File: config.mk
export PLATFORM = sky130hd
export DESIGN_NAME = instruction_fetch
export DESIGN_NICKNAME = d
export VERILOG_FILES = /design/src/rtl/instruction_fetch.sv
export SDC_FILE = /design/constraint.sdc
export NUM_CORES = 1
export LEC_CHECK = 0
export ABC_AREA = 0
export ABC_CLOCK_PERIOD_IN_PS = 3900
export BUFFER_PORTS_ARGS = -buffer_cell sky130_fd_sc_hd__buf_2
export CAP_MARGIN = 10
export CORE_ASPECT_RATIO = 1.4
export CORE_MARGIN = 1.5
export CORE_UTILIZATION = 30
export CTS_CLUSTER_SIZE = 10
export DETAILED_ROUTE_END_ITERATION = 8
export GPL_TIMING_DRIVEN = 0
export PLACE_DENSITY = 0.5
export SYNTH_ARGS = -nofsm -noshare
export SYNTH_HDL_FRONTEND = slang
export SYNTH_SLANG_ARGS = --single-unit
File: constraint.sdc
create_clock -name clk -period 3.9 [get_ports clk]
set_input_delay 0.195 -clock clk [delete_from_list [all_inputs] [get_ports clk]]
set_output_delay 0.195 -clock clk [all_outputs]
set_load 0.02 [all_outputs]
File: src/rtl/instruction_fetch.sv
// Fetch front end: drives the program-memory address, absorbs its 1-cycle read latency
// and hands instructions to decode over valid/ready, with branch redirect and halt.
module instruction_fetch #(
  parameter int          ADDR_W     = 11,
  parameter int          DATA_W     = 16,
  parameter int unsigned RESET_ADDR = 0
) (
  input  logic              clk,
  input  logic              rst,
  output logic [ADDR_W-1:0] mem_addr,
  input  logic [DATA_W-1:0] mem_data,
  output logic [DATA_W-1:0] instr,
  output logic [ADDR_W-1:0] instr_pc,
  output logic              instr_valid,
  input  logic              instr_ready,
  input  logic              branch_en,
  input  logic [ADDR_W-1:0] branch_target,
  input  logic              halt,
  output logic              halted
);

  typedef enum logic {RUN, HALTED} state_t;

  state_t              state_q, state_d;
  logic [ADDR_W-1:0]   pc_q, pc_d;
  logic                inflight_q, inflight_d;
  logic [ADDR_W-1:0]   inflight_pc_q, inflight_pc_d;
  logic                skid_valid_q, skid_valid_d;
  logic [DATA_W-1:0]   skid_data_q, skid_data_d;
  logic [ADDR_W-1:0]   skid_pc_q, skid_pc_d;
  logic                instr_valid_q, instr_valid_d;
  logic [DATA_W-1:0]   instr_q, instr_d;
  logic [ADDR_W-1:0]   instr_pc_q, instr_pc_d;
  logic                accept;
  logic                issue;

  always_comb begin
    state_d       = state_q;
    pc_d          = pc_q;
    inflight_d    = 1'b0;
    inflight_pc_d = inflight_pc_q;
    skid_valid_d  = skid_valid_q;
    skid_data_d   = skid_data_q;
    skid_pc_d     = skid_pc_q;
    instr_valid_d = instr_valid_q;
    instr_d       = instr_q;
    instr_pc_d    = instr_pc_q;

    accept = !instr_valid_q || instr_ready;
    // A new read may launch whenever the word it will produce has a place to land:
    // either the output frees up this edge, or both the output path and skid are idle.
    issue  = (state_q == RUN) && !halt && !branch_en &&
             (accept || (!skid_valid_q && !inflight_q));

    if (state_q == RUN) begin
      if (halt) begin
        state_d       = HALTED;
        skid_valid_d  = 1'b0;
        instr_valid_d = 1'b0;
      end else if (branch_en) begin
        pc_d          = branch_target;
        skid_valid_d  = 1'b0;
        instr_valid_d = 1'b0;
      end else begin
        if (issue) begin
          inflight_d    = 1'b1;
          inflight_pc_d = pc_q;
          pc_d          = pc_q + ADDR_W'(1);
        end

        if (skid_valid_q && accept) begin
          instr_d       = skid_data_q;
          instr_pc_d    = skid_pc_q;
          instr_valid_d = 1'b1;
          skid_valid_d  = 1'b0;
        end else if (inflight_q && accept) begin
          instr_d       = mem_data;
          instr_pc_d    = inflight_pc_q;
          instr_valid_d = 1'b1;
        end else if (inflight_q) begin
          skid_data_d   = mem_data;
          skid_pc_d     = inflight_pc_q;
          skid_valid_d  = 1'b1;
        end else if (instr_ready) begin
          instr_valid_d = 1'b0;
        end
      end
    end
  end

  always_ff @(posedge clk) begin
    if (rst) begin
      state_q       <= RUN;
      pc_q          <= ADDR_W'(RESET_ADDR);
      inflight_q    <= 1'b0;
      skid_valid_q  <= 1'b0;
      instr_valid_q <= 1'b0;
      instr_q       <= '0;
      instr_pc_q    <= '0;
    end else begin
      state_q       <= state_d;
      pc_q          <= pc_d;
      inflight_q    <= inflight_d;
      skid_valid_q  <= skid_valid_d;
      instr_valid_q <= instr_valid_d;
      instr_q       <= instr_d;
      instr_pc_q    <= instr_pc_d;
    end
  end

  // Payload-only registers; their contents are qualified by inflight_q / skid_valid_q.
  always_ff @(posedge clk) begin
    inflight_pc_q <= inflight_pc_d;
    skid_data_q   <= skid_data_d;
    skid_pc_q     <= skid_pc_d;
  end

  assign mem_addr    = pc_q;
  assign instr       = instr_q;
  assign instr_pc    = instr_pc_q;
  assign instr_valid = instr_valid_q;
  assign halted      = (state_q == HALTED);

endmodule
[Word-level counts from Yosys, hierarchy flattened]
Index checks and enable logic that the tools add are counted.
Operators by class
  bitwise gates (word level): 5
  add/subtract/negate cells: 1
  muxes and demuxes: 20
  reduce and logical (&&, ||, !) cells: 24
  eq/ne operators: 2
Operators with widths (number)
  two-way mux 11 bit: 4
  two-way mux 16 bit: 2
  two-way mux 1 bit: 14
  adder 11 x 1 -> 11 bit, second input constant: 1
  AND reduction 3 bit: 3
  AND reduction 4 bit: 2
  logical AND 1 bit: 6
  AND reduction 6 bit: 1
  zero test 1 bit: 5
  inequality test 5 x 3 -> 1 bit, second input constant: 1
  NOT 1 bit: 5
  nonzero test 5 bit: 1
  inequality test 4 bit, second input constant: 1
  nonzero test 2 bit: 2
  nonzero test 4 bit: 1
  OR reduction 4 bit: 1
  logical OR 1 bit: 2
Word-level totals
  input bits: 32
  register bits: 80
  output and inout bits: 40
  logic and storage cells: 62

[Longest topological paths before layout]
  word-level depth: 7
  gate-level depth with buffers: 7
  depth with buffers taken out: 5

[Least setup slack after synthesis]
OpenSTA, ideal clock, no wires.
  path kind: flip-flop to flip-flop
  start: register instr_valid_q (netlist: instr_valid)
  end: register skid_data_q[0], enable pin
  stages on the path, launching flop included: 3
  library setup time: 0.386 ns
  path buffers: 0
  arrival time: 1.630 ns
  slack: 1.884 ns
  cell sequence: dfxtp_1 -> nor2b_1 -> and3_1
Between the ends
  longest elaborated chain between the ends: 5
  elaborated cells on any way between the ends: 7
  those cells by class: 2 x bitwise; 5 x reduce/logical
RTL lines
  start, declared: RTL line 31  | logic instr_valid_q, instr_valid_d;
  start signal, assigned: RTL line 105  | instr_valid_q <= instr_valid_d;
  zero test 1 bit *: RTL line 49  | accept = !instr_valid_q || instr_ready;
  logical OR 1 bit *: RTL line 49
  logical AND 1 bit, on equally long branches: RTL line 76, 71
  NOT 1 bit (no line)
  AND reduction 6 bit (no line) *
  end signal, assigned: RTL line 114  | skid_data_q <= skid_data_d;
  end, declared: RTL line 29  | logic [DATA_W-1:0] skid_data_q, skid_data_d;
Mark *: on every way between the ends. The rest lies on a longest branch, timed or not.
A chain may end at the register's enable or synchronous reset.

[Worst setup path after layout]
  start: register pc_q[0] (netlist: mem_addr[0])
  end: register pc_q[10] (netlist: mem_addr[10])
Between the ends
  longest elaborated chain between the ends: 3
RTL lines
  start, declared: RTL line 25  | logic [ADDR_W-1:0] pc_q, pc_d;
  start signal, assigned: RTL line 94  | pc_q <= ADDR_W'(RESET_ADDR);
  start signal, assigned: RTL line 102  | pc_q <= pc_d;
  adder 11 x 1 -> 11 bit: RTL line 68  | pc_d = pc_q + ADDR_W'(1);
  two-way mux 11 bit: RTL line 65  | if (issue) begin
  two-way mux 11 bit: RTL line 60  | end else if (branch_en) begin
Every way passes these cells. The select of a mux whose other input is x is not followed.

==> impl_metrics.toml <==
[clock_network]
cts_made_buffers = 9
hold_buffers = 0
clk_latency_ps = 330
ctsHtreeMaxLevel = 3
cts_resized = 0
cts_buffer_depth = 2
cts_setup_buffers = 0
path_clk_slew_ps = 60
cts.sinks = 80
cts-root-buf = "clkbuf_16"
tritoncts = "done"

[timing]
fmax_mhz = 485
finalSetupViolCount = 0
max_slew.worst_pin.slew_ps = 858
min_period_ps = 2060
slew_headroom_pct = 42.6
finalClockSkew_ps = 6.61
hold_violations = 0
fin_tns_setup_ps = 0
fin_crit_sh_pct = 52.9
rsz0062_at_grt = "no"
slew_viol_final = 0

[route]
routedWlPerCell_microns = 16.1
drtPass1Iterations = 4
postRouteAntennaNets = 0
vias_per_cell = 5.02
routed_wl_microns = 8730
vias = 2721
drt_iter0_markers = 122
drc = 0

[worst_setup_path]
path_class = "flip-flop to flip-flop"
worstPathCellList = "ha_1, nand4_1, a2111oi_0, mux2i_1, a31oi_1"
ff2ff_path_depth = 5
rr_startpoint = "mem_addr[0]"
critical_path_buf_inv_count = 0
critical_path_depth = 5
arrival_ps = 2250
required_ps = 4090
cpPeakStageDelay_ps = 640
cp_slowest_cell = "a2111oi_0"
cp-startpoint = "mem_addr[0]"
r2r_end = "mem_addr[10]"
endpoint = "mem_addr[10]"
start_kind = "flip-flop"
crit_path_end_kind = "flip-flop"
rrSetupSlack_ps = 1840
crit_family = "compound AO/OA/AOI/OAI gates"
critical_path.max_fanout = 8

[power]
finalPower_uw = 1860
p_per_area_nw_per_um2 = 437
p_leak_uw = 0.00157
vdd_drop_max_v = 0.000184

[final_layout]
multi_input_area_sq_um = 1310
fillers = 1178
layout_commonest_cell = "buf_2"
drive_gt1_share_pct = 29.4
nets = 426
diodes = 0
final_cell_mix = "buf_2 (69), nand2_1 (43), dfxtp_1 (42), nor2_1 (41), edfxtp_1 (38)"
fin_util_pct = 38.0
seqCellArea_sq_um = 1980
fin_cells = 542
syn_to_final_growth_pct = 24.6

[place]
dp.cells = 526
globalplace.congestion = 0.797
portBuffers = 69
dpl.hpwl_microns = 6240

[synthesis]
yosysUniqueCellTypes = 40
avgSynthCellArea_sq_um = 11.0
syn_area_sq_um = 3430
ys.flop_type = "dfxtp_1"
ys_seq_area_share_pct = 57.8
syn_nets = 345
synth-edff-count = 38
syn_inst = 312
async_reset_ff_share_pct = 0
ys_seq_elements = 80
yosysWarningCount = 0

[global_routing]
grt_first_pass_wirelength_microns = 14100
antenna_found_initial = 0
track_usage_pct = 15.2
grt_overflow = 0
grt_pass1_vias = 2668
grt_max_degree = 20

[die]
start_util_pct = 30.5
die-area_sq_um = 12100
die_h_microns = 129
die-width_microns = 93.3
fp.coreArea_sq_um = 11200
io_pins = 72
rows = 46

[outcome]
status = "complete, no violations"

[worst_hold_path]
holdCritPathClass = "input port to flip-flop"
hp-start = "mem_data[1]"

[run]
drv_cap = 0
-- flip-flops by register name (all words and copies together), names as in the netlist --
| register | flops |
|---|---|
| halted | 1 |
| inflight_pc_q | 11 |
| inflight_q | 1 |
| instr | 16 |
| instr_pc | 11 |
| instr_valid | 1 |
| mem_addr | 11 |
| skid_data_q | 16 |
| skid_pc_q | 11 |
| skid_valid_q | 1 |
-- cell families (layout without fill, tap and decap cells) --
logic type / count (synthesis) / count (layout) / share of synthesized area (%)
simple gates: 140 / 140 / 18.7
buf+inv: 26 / 112 / 3.94
fa+ha+maj: 1 / 1 / 0.365
flops: 80 / 80 / 57.8
compound gates: 62 / 62 / 18.3
mux: 3 / 3 / 0.876
-- cells in the mapped netlist (2+ instances only) --
cell / number / share of area (%)
a311oi_1: 4 / 1.0
nand2_1: 43 / 4.7
nor3_1: 7 / 1.0
nand3_1: 32 / 4.7
dfxtp_1: 42 / 25
o31ai_1: 2 / 0.44
a21oi_1: 8 / 1.2
nor2_1: 41 / 4.5
mux2i_1: 3 / 0.88
a31oi_1: 5 / 0.91
clkbuf_1: 17 / 1.9
o41ai_1: 3 / 0.77
a22o_1: 2 / 0.51
a32o_1: 3 / 0.88
a311oi_2: 23 / 10
nor2b_1: 3 / 0.55
o21ai_0: 5 / 0.73
and3_1: 3 / 0.55
inv_1: 3 / 0.33
buf_6: 4 / 1.3
nand4_1: 2 / 0.36
edfxtp_1: 38 / 33
buf_4: 2 / 0.44
-- cell type report --
class                           instances  area share (%)
Multi-Input combinational cell        206            30.7
Inverter                                3           0.264
Clock buffer                           11            5.45
Timing Repair Buffer                   70            8.73
Clock inverter                          5            1.32
Tap cell                              144            4.22
Buffer                                 23            2.90
Sequential cell                        80            46.4
-- power breakdown --
group,switching [uW],internal (uW)
logic,80.5,46.6
registers,18.5,896
clock network,327,496
-- metrics by stage --
stage               setup WS (ps)  hold WS (ps)  cell area (sq um)
floorplan                    1880           294               3430
global route                 1690          48.2               4270
finish                       1840          59.3               4270
global placement             1470           389               3950
CTS                          1770          42.6               4270
detailed placement           1790           392               3980
-- worst min path at each step --
stage | end | depth (start not counted) | slack (ps)
global route | skid_data_q[8] | 1 | 50
detailed placement | skid_data_q[7] | 1 | 390
floorplan | skid_data_q[0] | 0 | 290
CTS | skid_data_q[8] | 1 | 40
global placement | skid_data_q[15] | 1 | 390
finish | skid_data_q[1] | 1 | 60
-- routing by layer --
layer  up-vias  global-route usage [%]  share of wire [%]
met5         -                       0                  0
met4         0                    7.66               0.72
met3         4                    2.05                5.0
met2        87                    26.7                 52
met1      1299                    18.1                 42
li1       1331                       -                  -
(Power assumes the default switching activity.)
